==> src/rtl/sysid_regs_pkg.sv <==
// Shared constants for the system-ID register block: word map, CTRL bit
// positions, scratch-count limits and the byte-lane merge helper.
package sysid_regs_pkg;

  localparam logic [3:0] ADDR_ID         = 4'd0;
  localparam logic [3:0] ADDR_TIMESTAMP  = 4'd1;
  localparam logic [3:0] ADDR_UPTIME_LO  = 4'd2;
  localparam logic [3:0] ADDR_UPTIME_HI  = 4'd3;
  localparam logic [3:0] ADDR_CTRL       = 4'd4;
  localparam logic [3:0] ADDR_SCRATCH0   = 4'd5;

  localparam int unsigned CTRL_CLEAR_BIT  = 0;
  localparam int unsigned CTRL_FREEZE_BIT = 1;

  localparam int unsigned NUM_SCRATCH_MIN = 1;
  localparam int unsigned NUM_SCRATCH_MAX = 4;

  function automatic logic [31:0] merge_bytes(input logic [31:0] old_v,
                                              input logic [31:0] new_v,
                                              input logic [3:0]  be);
    logic [31:0] r;
    r = old_v;
    for (int b = 0; b < 4; b++) begin
      if (be[b]) r[8*b +: 8] = new_v[8*b +: 8];
    end
    return r;
  endfunction

endpackage

==> src/rtl/sysid_uptime_ctr.sv <==
// Free-running 64-bit uptime counter with prescaler, clear/freeze control and
// a high-word shadow captured whenever the low word is read.
module sysid_uptime_ctr
  import sysid_regs_pkg::*;
#(
  parameter int unsigned TICK_DIV = 1
) (
  input  logic        clk_i,
  input  logic        rst_ni,
  input  logic        clear_i,
  input  logic        freeze_i,
  input  logic        capture_i,
  output logic [31:0] count_lo_o,
  output logic [31:0] shadow_o
);

  localparam logic [15:0] PRE_MAX = 16'(TICK_DIV - 1);

  logic [15:0] pre_q, pre_d;
  logic [63:0] count_q, count_d;
  logic [31:0] shadow_q, shadow_d;

  // NOTE: every variable gets its hold value first, so no path through this
  // block leaves one unassigned (which would otherwise infer a latch).
  always_comb begin
    pre_d    = pre_q;
    count_d  = count_q;
    shadow_d = shadow_q;
    if (clear_i) begin
      pre_d   = '0;
      count_d = '0;
    end else if (!freeze_i) begin
      if (pre_q == PRE_MAX) begin
        pre_d   = '0;
        count_d = count_q + 64'd1;
      end else begin
        pre_d = pre_q + 16'd1;
      end
    end
    // Shadow takes the high word of the same cycle the low word is returned.
    if (capture_i) shadow_d = count_q[63:32];
  end

  // NOTE: non-blocking assignments so every register samples pre-edge values;
  // this is also what lets a same-cycle read see the pre-write contents.
  always_ff @(posedge clk_i or negedge rst_ni) begin
    if (!rst_ni) begin
      pre_q    <= '0;
      count_q  <= '0;
      shadow_q <= '0;
    end else begin
      pre_q    <= pre_d;
      count_q  <= count_d;
      shadow_q <= shadow_d;
    end
  end

  assign count_lo_o = count_q[31:0];
  assign shadow_o   = shadow_q;

endmodule

==> src/rtl/sysid_regs.sv <==
// System-ID / timestamp / scratch register slave with fixed 1-cycle read latency.
// Uptime counter, shadow and CTRL exist only when SYSID_UPTIME_EN is defined.
module sysid_regs
  import sysid_regs_pkg::*;
#(
  parameter logic [31:0] ID_VALUE    = 32'h0,
  parameter logic [31:0] TIMESTAMP   = 32'h0,
  parameter int unsigned NUM_SCRATCH = 2,
  parameter int unsigned TICK_DIV    = 1
) (
  input  logic        clock,
  input  logic        reset_n,
  input  logic [3:0]  address,
  input  logic        read,
  input  logic        write,
  input  logic [31:0] writedata,
  input  logic [3:0]  byteenable,
  output logic [31:0] readdata,
  output logic        readdatavalid
);

  if (NUM_SCRATCH < NUM_SCRATCH_MIN || NUM_SCRATCH > NUM_SCRATCH_MAX) begin : g_bad_scratch
    $error("sysid_regs: NUM_SCRATCH must be 1..4");
  end
  if (TICK_DIV < 1 || TICK_DIV > 65535) begin : g_bad_tick
    $error("sysid_regs: TICK_DIV must be 1..65535");
  end

  logic [31:0]            scratch_q [NUM_SCRATCH];
  logic [NUM_SCRATCH-1:0] scratch_sel;
  logic [31:0]            rdata_d;
  logic [31:0]            readdata_q;
  logic                   rvalid_q;

`ifdef SYSID_UPTIME_EN
  logic        freeze_q, freeze_d;
  logic        ctrl_wr, clear;
  logic [31:0] up_lo, up_shadow;

  assign ctrl_wr  = write && (address == ADDR_CTRL) && byteenable[0];
  assign clear    = ctrl_wr && writedata[CTRL_CLEAR_BIT];
  assign freeze_d = ctrl_wr ? writedata[CTRL_FREEZE_BIT] : freeze_q;

  always_ff @(posedge clock or negedge reset_n) begin
    if (!reset_n) freeze_q <= 1'b0;
    else          freeze_q <= freeze_d;
  end

  sysid_uptime_ctr #(.TICK_DIV(TICK_DIV)) u_uptime (
    .clk_i      (clock),
    .rst_ni     (reset_n),
    .clear_i    (clear),
    .freeze_i   (freeze_q),
    .capture_i  (read && (address == ADDR_UPTIME_LO)),
    .count_lo_o (up_lo),
    .shadow_o   (up_shadow)
  );
`endif

  always_comb begin
    for (int i = 0; i < NUM_SCRATCH; i++) begin
      scratch_sel[i] = (address == ADDR_SCRATCH0 + 4'(i));
    end
  end

  always_comb begin
    rdata_d = '0;
    case (address)
      ADDR_ID:        rdata_d = ID_VALUE;
      ADDR_TIMESTAMP: rdata_d = TIMESTAMP;
`ifdef SYSID_UPTIME_EN
      ADDR_UPTIME_LO: rdata_d = up_lo;
      ADDR_UPTIME_HI: rdata_d = up_shadow;
      ADDR_CTRL:      rdata_d = 32'(freeze_q) << CTRL_FREEZE_BIT;
`else
      ADDR_UPTIME_LO, ADDR_UPTIME_HI, ADDR_CTRL: rdata_d = '0;
`endif
      default:        rdata_d = '0;
    endcase
    for (int i = 0; i < NUM_SCRATCH; i++) begin
      if (scratch_sel[i]) rdata_d = scratch_q[i];
    end
  end

  // NOTE: scratch is a few discrete flops rather than a RAM macro, so it can
  // take the async reset; an inferred memory array generally could not.
  always_ff @(posedge clock or negedge reset_n) begin
    if (!reset_n) begin
      readdata_q <= '0;
      rvalid_q   <= 1'b0;
      for (int i = 0; i < NUM_SCRATCH; i++) scratch_q[i] <= '0;
    end else begin
      rvalid_q <= read;
      if (read) readdata_q <= rdata_d;
      for (int i = 0; i < NUM_SCRATCH; i++) begin
        if (write && scratch_sel[i]) begin
          scratch_q[i] <= merge_bytes(scratch_q[i], writedata, byteenable);
        end
      end
    end
  end

  assign readdata      = readdata_q;
  assign readdatavalid = rvalid_q;

endmodule

==> config.mk <==
export PLATFORM = sky130hd
export DESIGN_NAME = sysid_regs
export DESIGN_NICKNAME = d
export VERILOG_FILES = /design/src/rtl/sysid_regs_pkg.sv /design/src/rtl/sysid_uptime_ctr.sv /design/src/rtl/sysid_regs.sv
export SDC_FILE = /design/constraint.sdc
export NUM_CORES = 1
export LEC_CHECK = 0
export CAP_MARGIN = 30
export CORE_MARGIN = 2
export CORE_UTILIZATION = 50
export CTS_CLUSTER_DIAMETER = 200
export DETAILED_ROUTE_END_ITERATION = 12
export PLACE_DENSITY = 0.86
export SLEW_MARGIN = 40
export SYNTH_ARGS = -nofsm -noshare
export SYNTH_HDL_FRONTEND = slang
export SYNTH_SLANG_ARGS = --single-unit
export TNS_END_PERCENT = 20
==> constraint.sdc <==
create_clock -name clock -period 1.4 [get_ports clock]
set_input_delay 0.21 -clock clock [delete_from_list [all_inputs] [get_ports clock]]
set_output_delay 0.21 -clock clock [all_outputs]
set_load 0.02 [all_outputs]
* Word level (Yosys, flattened, before mapping)
Index checks and enable logic that the tools add are counted.
** Storage, ports and cells
- Register bits after elaboration :: 97
- Logic and storage cells :: 24
- Bits of input ports :: 44
** Operators by class
- Muxes and demuxes :: 2
- Eq/ne operators :: 2
- Reductions and logical operators :: 10
** Operators with widths (count)
- $mux W32 :: 2
- $reduce_and A2 Y1 :: 8
- $eq A4 B3 Y1 const B :: 2
- $logic_and A1 B1 Y1 :: 2

* Logic depth before layout (Yosys ltp)
- Depth in word-level cells :: 3
- Gate-level depth with buffers :: 5
- Mapped depth without buffers :: 3

* Worst setup path after synthesis
Ideal clock, no wire load.
- Path kind :: input port to flip-flop
- From :: in address[0]
- To :: reg scratch_q[10] in the netlist's numbering
- Slack :: 0.184 ns
- Stages :: 4
- Data arrival time :: 1.091 ns
- Path buffers :: 1
- Data required time :: 1.275 ns
- Library setup time :: 0.125 ns
- Cell sequence :: nand4bb_1 -> buf_4 -> nor2_4 -> mux2_2
** On the way
- Word-level cells in the longest chain between the ends :: 3
** Ends and longest elaborated chain
- start: declaration :: RTL line sysid_regs.sv:13 : input logic [3:0] address,
- $eq A4 B3 Y1 :: RTL line sysid_regs.sv:62 : scratch_sel[i] = (address == ADDR_SCRATCH0 + 4'(i));
- $logic_and A1 B1 Y1 :: RTL line sysid_regs.sv:96 : if (write && scratch_sel[i]) begin
- $reduce_and A2 Y1 (no line)
- end signal: indexed assignment :: RTL line sysid_regs.sv:97 : scratch_q[i] <= merge_bytes(scratch_q[i], writedata, byteenable);
- end: declaration :: RTL line sysid_regs.sv:29 : logic [31:0] scratch_q [NUM_SCRATCH];
Every way passes these cells.
A chain may end at the register's enable or synchronous reset.

* Worst setup path after layout
- From :: in address[1]
- To :: reg scratch_q[12] in the netlist's numbering
The elaborated chain is that of the path after synthesis.

==> results.py <==
metrics = {
    "run_status": {
        "status": "finished, final reports clean",
    },
    "timing": {
        "timing.fmax_mhz": 730,
        "worst_clock_skew_ns": 0.00611,
        "hold_viol_final": 0,
        "tightestPinTransition_ns": 0.504,
        "finalSetupViolations": 0,
        "min_period_over_period": 0.979,
        "relSlewSlack": 0.664,
        "period_minus_slack_ns": 1.37,
        "fin_hold_ws_ns": 0.430,
        "grt_setup_unrepaired": "true",
        "maxSlewViolCount": 0,
    },
    "clock_tree": {
        "cts-htree-levels": 3,
        "ctsRootBufferMaster": "clkbuf_8",
        "tritoncts.num_buffers": 9,
        "tritoncts": "built",
        "clockBufferDepth": 2,
        "clk_pin_slew_ns": 0.08,
        "clock_latency_on_the_worst_skew_pair_ns": 0.36,
        "cts_num_sinks": 97,
    },
    "drt": {
        "routed-wl-met2_um": 3890,
        "met3RoutedLength_um": 402,
        "drcViolationCount": 0,
        "post_route_antenna_net_violation_count": 0,
        "drt-vias-per-instance": 5.47,
        "drt_wl_total_um": 8200,
        "avgRoutedWirePerCell_um": 18.0,
        "routed.top_layer": "met4",
        "drt-pass1-iter-count": 4,
        "wl_met1_um": 3720,
        "vias": 2491,
        "first_iter_violations": 141,
    },
    "floorplanning": {
        "die_width_um": 92.7,
        "fp.coreArea_um2": 7690,
        "dieArea_um2": 8580,
        "boundaryPins": 77,
        "initial_core_util": 0.511,
        "num_rows": 32,
        "dieHeight_um": 92.7,
    },
    "placed_design": {
        "hpwl_reported_at_the_end_of_detailed_placement_um": 5150,
        "globalplace.congestion": 0.744,
        "place_area_um2": 4830,
        "placedCellCount": 429,
        "placement.io_buffers": 76,
    },
    "critical_path": {
        "critical_path_class": "in2reg",
        "crit_fanout": 8,
        "setup.worst_path.start_class": "input pin",
        "worstPathCellList": "clkdlybuf4s50_1 > nand4bb_1 > buf_4 > nor2_4 > mux2_2",
        "timing.critical_path.arrival_ns": 1.61,
        "data_required_critical_path_ns": 1.64,
        "crit_path_end_kind": "flop",
        "rr_startpoint": "readdata[23]",
        "critPathMaxStageDelay_ns": 0.47,
        "crit_slowest_cell": "clkdlybuf4s50_1",
        "worstRegToRegCells": 2,
        "setup.worst_path.start": "address[1]",
    },
    "power_and_ir_drop": {
        "total_leakage_power_nw": 2.53,
        "power.density_nw_per_um2": 1210,
        "maximum_vdd_ir_drop_mv": 0.556,
        "power.total_w": 0.00629,
    },
    "synth": {
        "synth-seq-cells": 97,
        "synthesis.area_um2": 3930,
        "netlist_instances": 253,
        "synth_nets": 297,
        "netlist-cell-type-count": 13,
        "avg_synthesized_cell_area_um2": 15.5,
        "synth_seq_area_share": 0.618,
        "synth.yosys.warnings": 0,
    },
    "global_routing": {
        "grt_first_pass_wirelength_um": 13200,
        "via_count_of_the_first_global_routing_pass": 2528,
        "groute.usage.overall": 0.206,
        "grt_start_max_net_pins": 98,
        "antenna_found_initial": 0,
        "grt-ovfl-total": 0,
    },
    "job": {
        "maxCapViolCount": 0,
    },
    "cells_and_area": {
        "layout.filler_cells": 550,
        "final_common_cell": "dfrtp_1",
        "multi_input_comb_area_um2": 1450,
        "final_design_area_no_fill_um2": 5180,
        "areaGrowthSynthToFinish_pct": 31.9,
        "sequential_cell_area_um2": 2430,
        "fraction_of_layout_instances_using_a_drive_strength_above_1": 0.312,
        "utilization": 0.674,
        "insertedDiodeCount": 0,
        "nets": 392,
        "final_cell_count_no_fill": 455,
        "most-common-layout-cells": "97 x dfrtp_1, 62 x mux2_2, 38 x clkdlybuf4s50_1",
    },
    "hold_path": {
        "timing.hold.worst.class": "in2async",
    },
}
-- through the flow --
step                setup TNS [ns]  worst slack (ns)
global placement            -42.99            -0.554
floorplan                        0             0.184
global route               -0.0183          -0.00830
detailed placement          -44.59            -0.606
CTS                         -0.660           -0.0903
finish                           0            0.0299
-- final timing paths --
path / end / slack (ns)
setup / recovery: scratch_q[12] / 0.03
hold / removal: scratch_q[32] / 0.43
setup reg to reg: readdata[23] / 0.46
hold reg to reg: readdata[23] / 0.50
max in group asynchronous: scratch_q[28] / 0.58
min in group clock: scratch_q[59] / 0.48
-- critical path: cells and delay by family --
family / cells / cell delay (ns)
buffers and inverters: 2 / 0.66
multiplexers: 1 / 0.38
AND/OR/NAND/NOR: 2 / 0.36
-- flip-flops by register name (all words and copies together) (netlist names) --
name / flops
scratch_q: 64
readdata: 32
readdatavalid: 1
-- kinds of logic after synthesis --
group / count (synthesis) / synth area share
multiplexers: 64 / 0.183
AO/OA/AOI/OAI: 32 / 0.0815
flip-flops: 97 / 0.618
AND/OR/NAND/NOR: 48 / 0.0946
buffers and inverters: 12 / 0.0229
-- cells in the mapped netlist, drive strengths merged --
library cell	instances	area, um^2
nor2	10	134
nor2b	32	200
buf	8	75.1
inv	1	3.75
mux2	64	721
clkbuf	3	11.3
nand4bb	2	22.5
nand2	4	15.0
dfrtp	97	2430
a221o	32	320
-- final cells by class --
class                           instances  share of cell area
Sequential cell                        97               0.468
Multi-Input combinational cell        145               0.279
Timing Repair Buffer                   94               0.181
Clock buffer                           12              0.0319
Tap cell                              102              0.0246
Clock inverter                          4              0.0142
Inverter                                1            0.000724
-- metal layers --
metal | GRT usage | vias to the layer above
met2 | 0.311 | 69
met1 | 0.293 | 1277
li1 | - | 1127
met3 | 0.0439 | 18
met5 | 0 | -
met4 | 0.0846 | 0
-- timing repair --
action | in CTS | in global routing
pin swaps | 5 | 2
gates resized for setup | 40 | 4
gates cloned | 1 | 0
endpoints found under the hold margin | 97 | 0
setup endpoints to repair | 97 | 61
setup buffers | 5 | 3
hold buffers | 1 | 0
-- report_power, final --
part	switching, W	internal (W)	total (W)	leakage [nW]
clock network	0.000905	0.00115	0.00206	0.123
logic	0.000325	0.000492	0.000816	1.13
registers	0.000214	0.00320	0.00341	1.27
(Power assumes the default switching activity.)
